[src/rtl/updown_counter_param.sv]
// Parametrised up/down counter with programmable step, enable and three boundary modes.
// It provides a terminal-count pulse, sticky overflow/underflow flags and one-shot halt control.
module updown_counter_param #(
   parameter int WIDTH   = 8,
   parameter int MAX_VAL = 2**WIDTH-1,
   parameter int STEP_W  = 4
) (
   input  logic              clk,
   input  logic              rst,
   input  logic              en,
   input  logic              load,
   input  logic [WIDTH-1:0]  load_val,
   input  logic              u_d,
   input  logic [STEP_W-1:0] step,
   input  logic [1:0]        mode,
   input  logic              clr_flags,
   output logic [WIDTH-1:0]  count,
   output logic              tc,
   output logic              ovf,
   output logic              unf,
   output logic              running
);

   localparam int AW = WIDTH + STEP_W + 1;

   typedef enum logic [1:0] {
      MODE_WRAP     = 2'b00,
      MODE_SAT      = 2'b01,
      MODE_ONESHOT  = 2'b10,
      MODE_WRAP_ALT = 2'b11
   } mode_e;

   localparam logic [WIDTH-1:0] MAX_W = WIDTH'(MAX_VAL);
   localparam logic [AW-1:0]    MAX_A = AW'(MAX_VAL);
   localparam logic [AW-1:0]    MOD_A = AW'(MAX_VAL + 1);

   mode_e            mode_s;
   logic [AW-1:0]    count_a;
   logic [AW-1:0]    step_a;
   logic [AW-1:0]    up_sum;
   logic [AW-1:0]    dn_diff;
   logic [AW-1:0]    dn_mag;
   logic [AW-1:0]    dn_rem;
   logic [AW-1:0]    wrap_up;
   logic [AW-1:0]    wrap_dn;
   logic             up_over;
   logic             dn_under;
   logic             upd;
   logic [WIDTH-1:0] nxt_count;
   logic             nxt_tc;
   logic             nxt_running;
   logic             ovf_evt;
   logic             unf_evt;
   logic [WIDTH-1:0] load_clamped;

   assign mode_s  = mode_e'(mode);
   assign count_a = AW'(count);
   assign step_a  = AW'(step);
   assign up_sum  = count_a + step_a;
   assign dn_diff = count_a - step_a;
   assign up_over = (up_sum > MAX_A);
   assign dn_under = (step_a > count_a);

   // The step may exceed the modulus, so wrap uses a true modulo rather than a single subtract.
   assign wrap_up = up_sum % MOD_A;
   assign dn_mag  = step_a - count_a;
   assign dn_rem  = dn_mag % MOD_A;
   assign wrap_dn = (dn_rem == '0) ? '0 : (MOD_A - dn_rem);

   assign load_clamped = (load_val > MAX_W) ? MAX_W : load_val;
   assign upd          = !load && en && running;

   // NOTE: every variable gets a default first so no path leaves it unassigned (no latch).
   always_comb begin
      nxt_count   = count;
      nxt_tc      = 1'b0;
      nxt_running = running;
      ovf_evt     = 1'b0;
      unf_evt     = 1'b0;
      if (step != '0) begin
         if (u_d) begin
            if (up_over) begin
               ovf_evt = 1'b1;
               case (mode_s)
                  MODE_SAT: begin
                     nxt_count = MAX_W;
                     nxt_tc    = (count != MAX_W);
                  end
                  MODE_ONESHOT: begin
                     nxt_count   = MAX_W;
                     nxt_tc      = (count != MAX_W);
                     nxt_running = 1'b0;
                  end
                  default: begin
                     nxt_count = WIDTH'(wrap_up);
                     nxt_tc    = 1'b1;
                  end
               endcase
            end else begin
               nxt_count = WIDTH'(up_sum);
               if (up_sum == MAX_A) begin
                  nxt_tc = 1'b1;
                  if (mode_s == MODE_ONESHOT) nxt_running = 1'b0;
               end
            end
         end else begin
            if (dn_under) begin
               unf_evt = 1'b1;
               case (mode_s)
                  MODE_SAT: begin
                     nxt_count = '0;
                     nxt_tc    = (count != '0);
                  end
                  MODE_ONESHOT: begin
                     nxt_count   = '0;
                     nxt_tc      = (count != '0);
                     nxt_running = 1'b0;
                  end
                  default: begin
                     nxt_count = WIDTH'(wrap_dn);
                     nxt_tc    = 1'b1;
                  end
               endcase
            end else begin
               nxt_count = WIDTH'(dn_diff);
               if (dn_diff == '0) begin
                  nxt_tc = 1'b1;
                  if (mode_s == MODE_ONESHOT) nxt_running = 1'b0;
               end
            end
         end
      end
   end

   // NOTE: sequential state uses non-blocking assignments so all registers update together.
   always_ff @(posedge clk) begin
      if (!rst) begin
         count   <= '0;
         tc      <= 1'b0;
         ovf     <= 1'b0;
         unf     <= 1'b0;
         running <= 1'b1;
      end else begin
         // A new event in the same cycle as clr_flags leaves the flag set.
         ovf <= (ovf && !clr_flags) || (upd && ovf_evt);
         unf <= (unf && !clr_flags) || (upd && unf_evt);
         if (load) begin
            count   <= load_clamped;
            running <= 1'b1;
            tc      <= 1'b0;
         end else if (upd) begin
            count   <= nxt_count;
            running <= nxt_running;
            tc      <= nxt_tc;
         end else begin
            tc <= 1'b0;
         end
      end
   end

endmodule
[config.mk]
export PLATFORM = sky130hd
export DESIGN_NAME = updown_counter_param
export DESIGN_NICKNAME = d
export VERILOG_FILES = /design/src/rtl/updown_counter_param.sv
export SDC_FILE = /design/constraint.sdc
export NUM_CORES = 1
export LEC_CHECK = 0
export CAP_MARGIN = 10
export CORE_MARGIN = 3
export CORE_UTILIZATION = 35
export DETAILED_ROUTE_END_ITERATION = 16
export GPL_ROUTABILITY_DRIVEN = 0
export GPL_TIMING_DRIVEN = 0
export PLACE_DENSITY = 0.54
export SETUP_SLACK_MARGIN = 0.1
export SLEW_MARGIN = 0
export SYNTH_ARGS = -nofsm -noshare
export SYNTH_HDL_FRONTEND = slang
export SYNTH_SLANG_ARGS = --single-unit
[constraint.sdc]
create_clock -name clk -period 5.9 [get_ports clk]
set_input_delay 0.59 -clock clk [delete_from_list [all_inputs] [get_ports clk]]
set_output_delay 0.59 -clock clk [all_outputs]
set_load 0.01 [all_outputs]
==> impl_results.md, run 1 <==
* Status: finished, final reports clean
* Die width at 78.7 microns
* Reg clk slew, reported paths at 50 ps
* Mapped Area at 0.00185 sq mm
* Distinct cell type count after synthesis at 60
* Clk root buf: clkbuf_8
* Core ar. at 0.00491 sq mm
* Total Power at 426 uW
* Post-DRT Antenna Nets at 0
* GRT met3 Usage at 3.06%
* Reg2Reg Setup Slack at 2900 ps
* Max Slew Vio Count at 0
* Fraction of registers with async set/reset at 0%
* Final setup vio count at 0
* Syn Area/Cell at 7.74 sq um
* Height of the die at 78.7 microns
* Hpwl dp at 4750 microns
* Fmax at 300 MHz
* Worst slew margin at 63.7%
* Switching pwr at 187 uW
* Post-synth EDFFs at 0
* Post-Synthesis Cells at 239
* Most instantiated library cell after synthesis: inv_1
* Number of global-route vias before repair at 1837
* RSZ-0062 raised after global routing: false
* CTS sink count at 12
* Post-synth top cells: inv_1 (17), a21oi_1 (16), ha_1 (14), o21ai_0 (14)
* Clock Path Buffers at 2
* Hold EP: running$_SDFFE_PP1P_
* First-pass detailed-route iteration total at 5
* Clock network fraction of design power at 17.9%
* CTS Buf Count at 3
* Hold Path Class: flip-flop to flip-flop
* Clk Latency, worst-skew pair at 250 ps
* Largest cells by area after synthesis: dfxtp_1 (13%), ha_1 (9.5%), a21oi_1 (4.3%)
* Via-per-instance ratio at 5.81
* Total Routed Length at 6060 microns
* Worst Tran Pin Value at 544 ps
* Routing usage on met1 at 29.2%
* Initial antenna violation count at 0
* Reg2Reg Depth at 9
* Hold WS at 514 ps
* CTS H-tree depth at 1
* Sequential share of the synthesized area at 13.0%
* Hold Path Stages at 2
* Hold_buf cts at 0
* Antenna Cells at 0
* Layout cells sized above 1 at 8.79%
* First-pass GRT wire length at 9760 microns
* Grt total ovfl at 0
* Area Growth Syn to Fin at 23.5%
* Vias at 1975
* Maxcap violations at 0
* I/O pin count at 32
* WS Path Type: input port to flip-flop
* P per Cell Area at 186 mW/mm^2
* Final period util at 56.6%
* Die ar. at 0.00619 sq mm
* FF-to-FF End: count[5]$_SDFFE_PN0P_
* Crit-path max FO at 6
* CTS tree: yes
* Ys flop type: dfxtp_1
* Worst setup EP type: flip-flop
* Row cnt at 25
* Worst EP required at 6010 ps
* Crit start category: input port
* Logic pwr share at 59.2%
* Most area-hungry cell type in the Yosys netlist: dfxtp_1
* Seq pwr share at 22.9%
* Cell Int Power at 239 uW
* Port-buffer cells at 31
* Met2 usage at 31.4%
* Number of remaining DRC errors at 0
* Leakage power at 0.811 nW
* Final hold violation count at 0
* VDD IR max at 0.0764 mV
* DRT iter0 DRCs at 128
* Min-delay src: running$_SDFFE_PP1P_
* RR Startpoint: count[0]$_SDFFE_PN0P_
* Setup bufs post-CTS at 0
* Crit path DAT at 3450 ps
* Switching Fraction at 43.8%
* Clock skew at 3.18 ps
* Nets at 312
* Largest net degree at the start of global routing at 11
* Mapped Nets at 276
* Final worst path period need at 3340 ps
* #FFs+latches synth at 12
* TNS Setup at 0 ps
* Initial core utilization at 37.7%
* Yosys top cell area share at 13.0%
* CTS resizes at 0
* Synth warn at 0
* Grt peak-use layer: met2
* DR WL/cell at 17.8 microns
* GRT Util Overall at 20.1%
[power groups by stage]
stage          Sequential [mW]  Clock [mW]  Combinational, mW
3_3_place_gp            0.0998           0              0.250
3_5_place_dp            0.0996           0              0.249
2_1_floorplan           0.0983           0              0.171
6_report                0.0977      0.0762              0.252
5_1_grt                 0.0991      0.0806              0.276
4_1_cts                 0.0979      0.0785              0.249
[registers in the layout, indices dropped and copies added (netlist names)]
name	cells
unf	1
tc	1
running	1
count	8
ovf	1
[stage by stage]
stage	area, sq um	util [%]	setup WS [ps]	cells
CTS	2280	46.5	2570	340
detailed placement	2240	45.7	2320	337
finish	2280	46.5	2560	340
global placement	2240	45.7	2330	337
floorplan	1850	-	3290	239
global route	2280	46.5	2390	340
[worst max-delay path: stages]
cell and delay [ps]:
clkdlybuf4s50_1 490, inv_1 90, ha_1 200, inv_1 70, fa_1 490, a211oi_4 290
nor2_1 160, a2111oi_2 330, a311oi_2 120, o41ai_4 460, o211ai_1 170
[layout by cell type, fill, tap and decap left out, types with 3 or more instances in the layout]
master	instances
and2_1	4
clkbuf_8	3
o21a_1	4
o31a_1	3
fa_1	3
o21ai_0	14
o311ai_0	3
a211o_1	3
nor2_1	11
nand2b_1	11
ha_1	14
o311ai_1	3
a31oi_1	3
clkbuf_1	5
buf_6	3
nor3_1	3
inv_1	17
dfxtp_1	12
nand3_1	13
a21o_1	4
clkdlybuf4s50_1	31
buf_2	4
o2111ai_1	4
nand2_1	13
o211ai_1	5
a21oi_1	16
nor2b_1	8
xnor2_1	7
o22ai_1	3
or3_1	3
[metal layers]
layer / wire [microns] / part of all wire, %
met5: 0 / 0
met4: 55 / 0.91
met3: 451 / 7.4
met2: 2750 / 45
met1: 2810 / 46
[how the worst max path moves through the flow]
| stage | start | endpoint | slack (ps) | cells past startpoint |
|---|---|---|---|---|
| 2_1_floorplan | step[0] | count[1]$_SDFFE_PN0P_ | 3290 | 10 |
| 3_3_place_gp | step[0] | count[5]$_SDFFE_PN0P_ | 2330 | 11 |
| 3_5_place_dp | step[0] | count[5]$_SDFFE_PN0P_ | 2320 | 11 |
| 4_1_cts | step[0] | count[5]$_SDFFE_PN0P_ | 2570 | 11 |
| 5_1_grt | step[0] | count[5]$_SDFFE_PN0P_ | 2390 | 11 |
| 6_report | step[0] | count[5]$_SDFFE_PN0P_ | 2560 | 11 |
[cell type report]
class,instances,area [sq um]
fill,530,2630
multi-input combinational,196,1460
timing repair buffer,31,310
sequential,12,240
tap,67,83.8
buffer,13,80.1
inverter,18,67.6
clock buffer,3,41.3
[cell families after synthesis]
group / after synthesis / share of synthesized area (%)
AO/OA/AOI/OAI: 85 / 36.2
AND/OR/NAND/NOR: 83 / 24.8
buffers and inverters: 31 / 7.98
adder cells (fa/ha/maj): 17 / 12.7
flip-flops: 12 / 13.0
XOR/XNOR: 9 / 4.26
multiplexers: 2 / 1.08
Power figures use the tool's default switching activity.
==> inputs of run 2 (changes only) <==
PLACE_DENSITY = 0.56   (was 0.54)
clock period = 2.9 ns   (was 5.9 ns; I/O delays follow)
==> impl_results.md, run 2 (same netlist as run 1, synthesis figures left out) <==
* Max Slew Vio Count at 0
* Crit-path max FO at 8
* Critical Path Source: count[0]$_SDFFE_PN0P_
* Hold EP: running$_SDFFE_PP1P_
* Largest net degree at the start of global routing at 11
* Critical-path top delay cell: dfxtp_4
* Vias at 1993
* Min-delay src: running$_SDFFE_PP1P_
* First-pass detailed-route iteration total at 4
* Final hold violation count at 0
* Finished Core Util at 48.4%
* CTS Buf Count at 3
* Top reg by flops: count
* Worst setup EP type: flip-flop
* WS Path Type: flip-flop to flip-flop
* Seq pwr share at 22.3%
* Final setup vio count at 0
* Die ar. at 0.00619 sq mm
* Clock Path Buffers at 2
* CTS tree: yes
* CTS sink count at 12
* Area Growth Syn to Fin at 28.4%
* Hpwl dp at 4830 microns
* Commonest non-fill, non-tap cell in the layout: clkdlybuf4s50_1
* Logic pwr share at 61.0%
* VDD IR max at 0.156 mV
* Antenna Cells at 0
* Number of global-route vias before repair at 1921
* Critical-path cell list: ha_2 > inv_1 > fa_2 > a211oi_4 > nor2_4 > a2111oi_4 > a311oi_2 > o41ai_4 > buf_4 > o211ai_1
* Post-place instance area at 0.00224 sq mm
* I/O pin count at 32
* Reg clk slew, reported paths at 50 ps
* Number of remaining DRC errors at 0
* Cell Int Power at 504 uW
* Height of the die at 78.7 microns
* Largest register FFs at 8
* Number of fill cells at 526
* Final period util at 93.2%
* Worst slew margin at 67.3%
* WP buf/inv at 2
* Fmax at 370 MHz
* P per Cell Area at 377 mW/mm^2
* Pre-CTS WS at -366 ps
* Layout cells sized above 1 at 14.0%
* Switching pwr at 390 uW
* First-pass GRT wire length at 10100 microns
* Via-per-instance ratio at 5.76
* Final worst path period need at 2700 ps
* Cell area after layout at 0.00237 sq mm
* Port-buffer cells at 31
* Layout Cells excl Fill at 346
* Maxcap violations at 0
* Status: finished, final reports clean
* RSZ-0062 raised after global routing: false
* DR WL/cell at 18.0 microns
* GRT Util Overall at 20.7%
* Post-DRT Antenna Nets at 0
* CP peak stage delay at 390 ps
* CTS H-tree depth at 1
* Reg2Reg Setup Slack at 200 ps
* Hold Path Class: flip-flop to flip-flop
* RR Startpoint: count[0]$_SDFFE_PN0P_
* Initial antenna violation count at 0
* Multi-input gate area at 0.00150 sq mm
* Clk root buf: clkbuf_8
* Clock skew at 3.29 ps
* Row cnt at 25
* Core ar. at 0.00491 sq mm
* Crit path DAT at 2820 ps
* Hold_buf cts at 0
* FF-to-FF End: count[5]$_SDFFE_PN0P_
* Critical path's top delay family: compound AO/OA/AOI/OAI gates
* Grt total ovfl at 0
* Reg2Reg Depth at 10
* DRT iter0 DRCs at 200
* DP Cell Count at 337
* Leakage power at 0.852 nW
* Levels on crit path at 10
* Crit start category: flip-flop
* Total Routed Length at 6220 microns
* Initial core utilization at 37.7%
* Commonest non-fill, non-tap cells in the layout: clkdlybuf4s50_1 (28), inv_1 (17), a21oi_1 (15), o21ai_0 (14)
* Seq. cell area at 245 sq um
* Worst Tran Pin Value at 486 ps
* Switching Fraction at 43.6%
* Nets at 318
* Clk Latency, worst-skew pair at 240 ps
* Clock network fraction of design power at 16.7%
* Hold Path Stages at 2
* Worst EP required at 3020 ps
* Die width at 78.7 microns
* Setup slack after layout at 196 ps
run 2: cell count changes in the layout (fill, tap and decap cells not counted), sizes merged:
cell | previous run | this run
dlygate4sd2 | 0 | 1
clkdlybuf4s50 | 31 | 28
buf | 8 | 14
dlymetal6s2s | 0 | 1
clkdlybuf4s15 | 0 | 1
run 2: final cells by class:
cell class | count | share of cell area, %
multi-input cells | 196 | 63.2
clock buffers | 3 | 1.74
flip-flops and latches | 12 | 10.3
inverters | 18 | 2.85
repair buffers | 37 | 15.0
plain buffers | 13 | 3.37
well taps | 67 | 3.53
run 2: worst max path at each step:
stage                                       end  slack [ps]
after detailed placement  count[5]$_SDFFE_PN0P_        -370
after global routing      count[1]$_SDFFE_PN0P_          80
final                     count[5]$_SDFFE_PN0P_         200
after CTS                 count[1]$_SDFFE_PN0P_         110
after floorplan           count[1]$_SDFFE_PN0P_         410
after global placement    count[6]$_SDFFE_PN0P_        -350
run 2: power by group through the flow:
stage	Sequential, mW	Combinational [mW]	Clock, mW
after global placement	0.203	0.507	0
after floorplan	0.200	0.349	0
final	0.199	0.546	0.150
after CTS	0.200	0.523	0.155
after detailed placement	0.203	0.508	0
after global routing	0.202	0.596	0.163
run 2: repair_timing:
| action | 4_1_cts | 5_1_grt |
|---|---|---|
| setup buffers | 5 | 1 |
| endpoints found under the setup margin | 8 | 7 |
| gates resized for setup | 7 | 9 |
| pin swaps | 5 | 2 |
| endpoints found under the hold margin | 0 | 0 |
run 2: through the flow:
step           hold slack [ps]  power, mW  TNS, ps
2_1_floorplan              464      0.549        0
3_3_place_gp               511      0.709    -2510
3_5_place_dp               510      0.711    -2500
4_1_cts                    517      0.877        0
5_1_grt                    545      0.961        0
6_report                   511      0.894        0
run 2: worst register-to-register path, stage by stage (launching register included):
cell	delay, ps
dfxtp_4	390
ha_2	210
inv_1	60
fa_2	380
a211oi_4	300
nor2_4	100
a2111oi_4	330
a311oi_2	120
o41ai_4	370
buf_4	210
o211ai_1	110
run 2: routing by layer:
| layer | routed length [microns] | GRT usage, % |
|---|---|---|
| met1 | 2940 | 29.0 |
| met2 | 2820 | 32.2 |
| met4 | 180 | 6.99 |
| met5 | 0 | 0 |
| met3 | 275 | 3.06 |
==> inputs of run 3 (changes only) <==
TNS_END_PERCENT = 100   (was unset)
==> results of run 3 <==
Same layout as run 2: the final DEF is identical, and so are final timing and power.
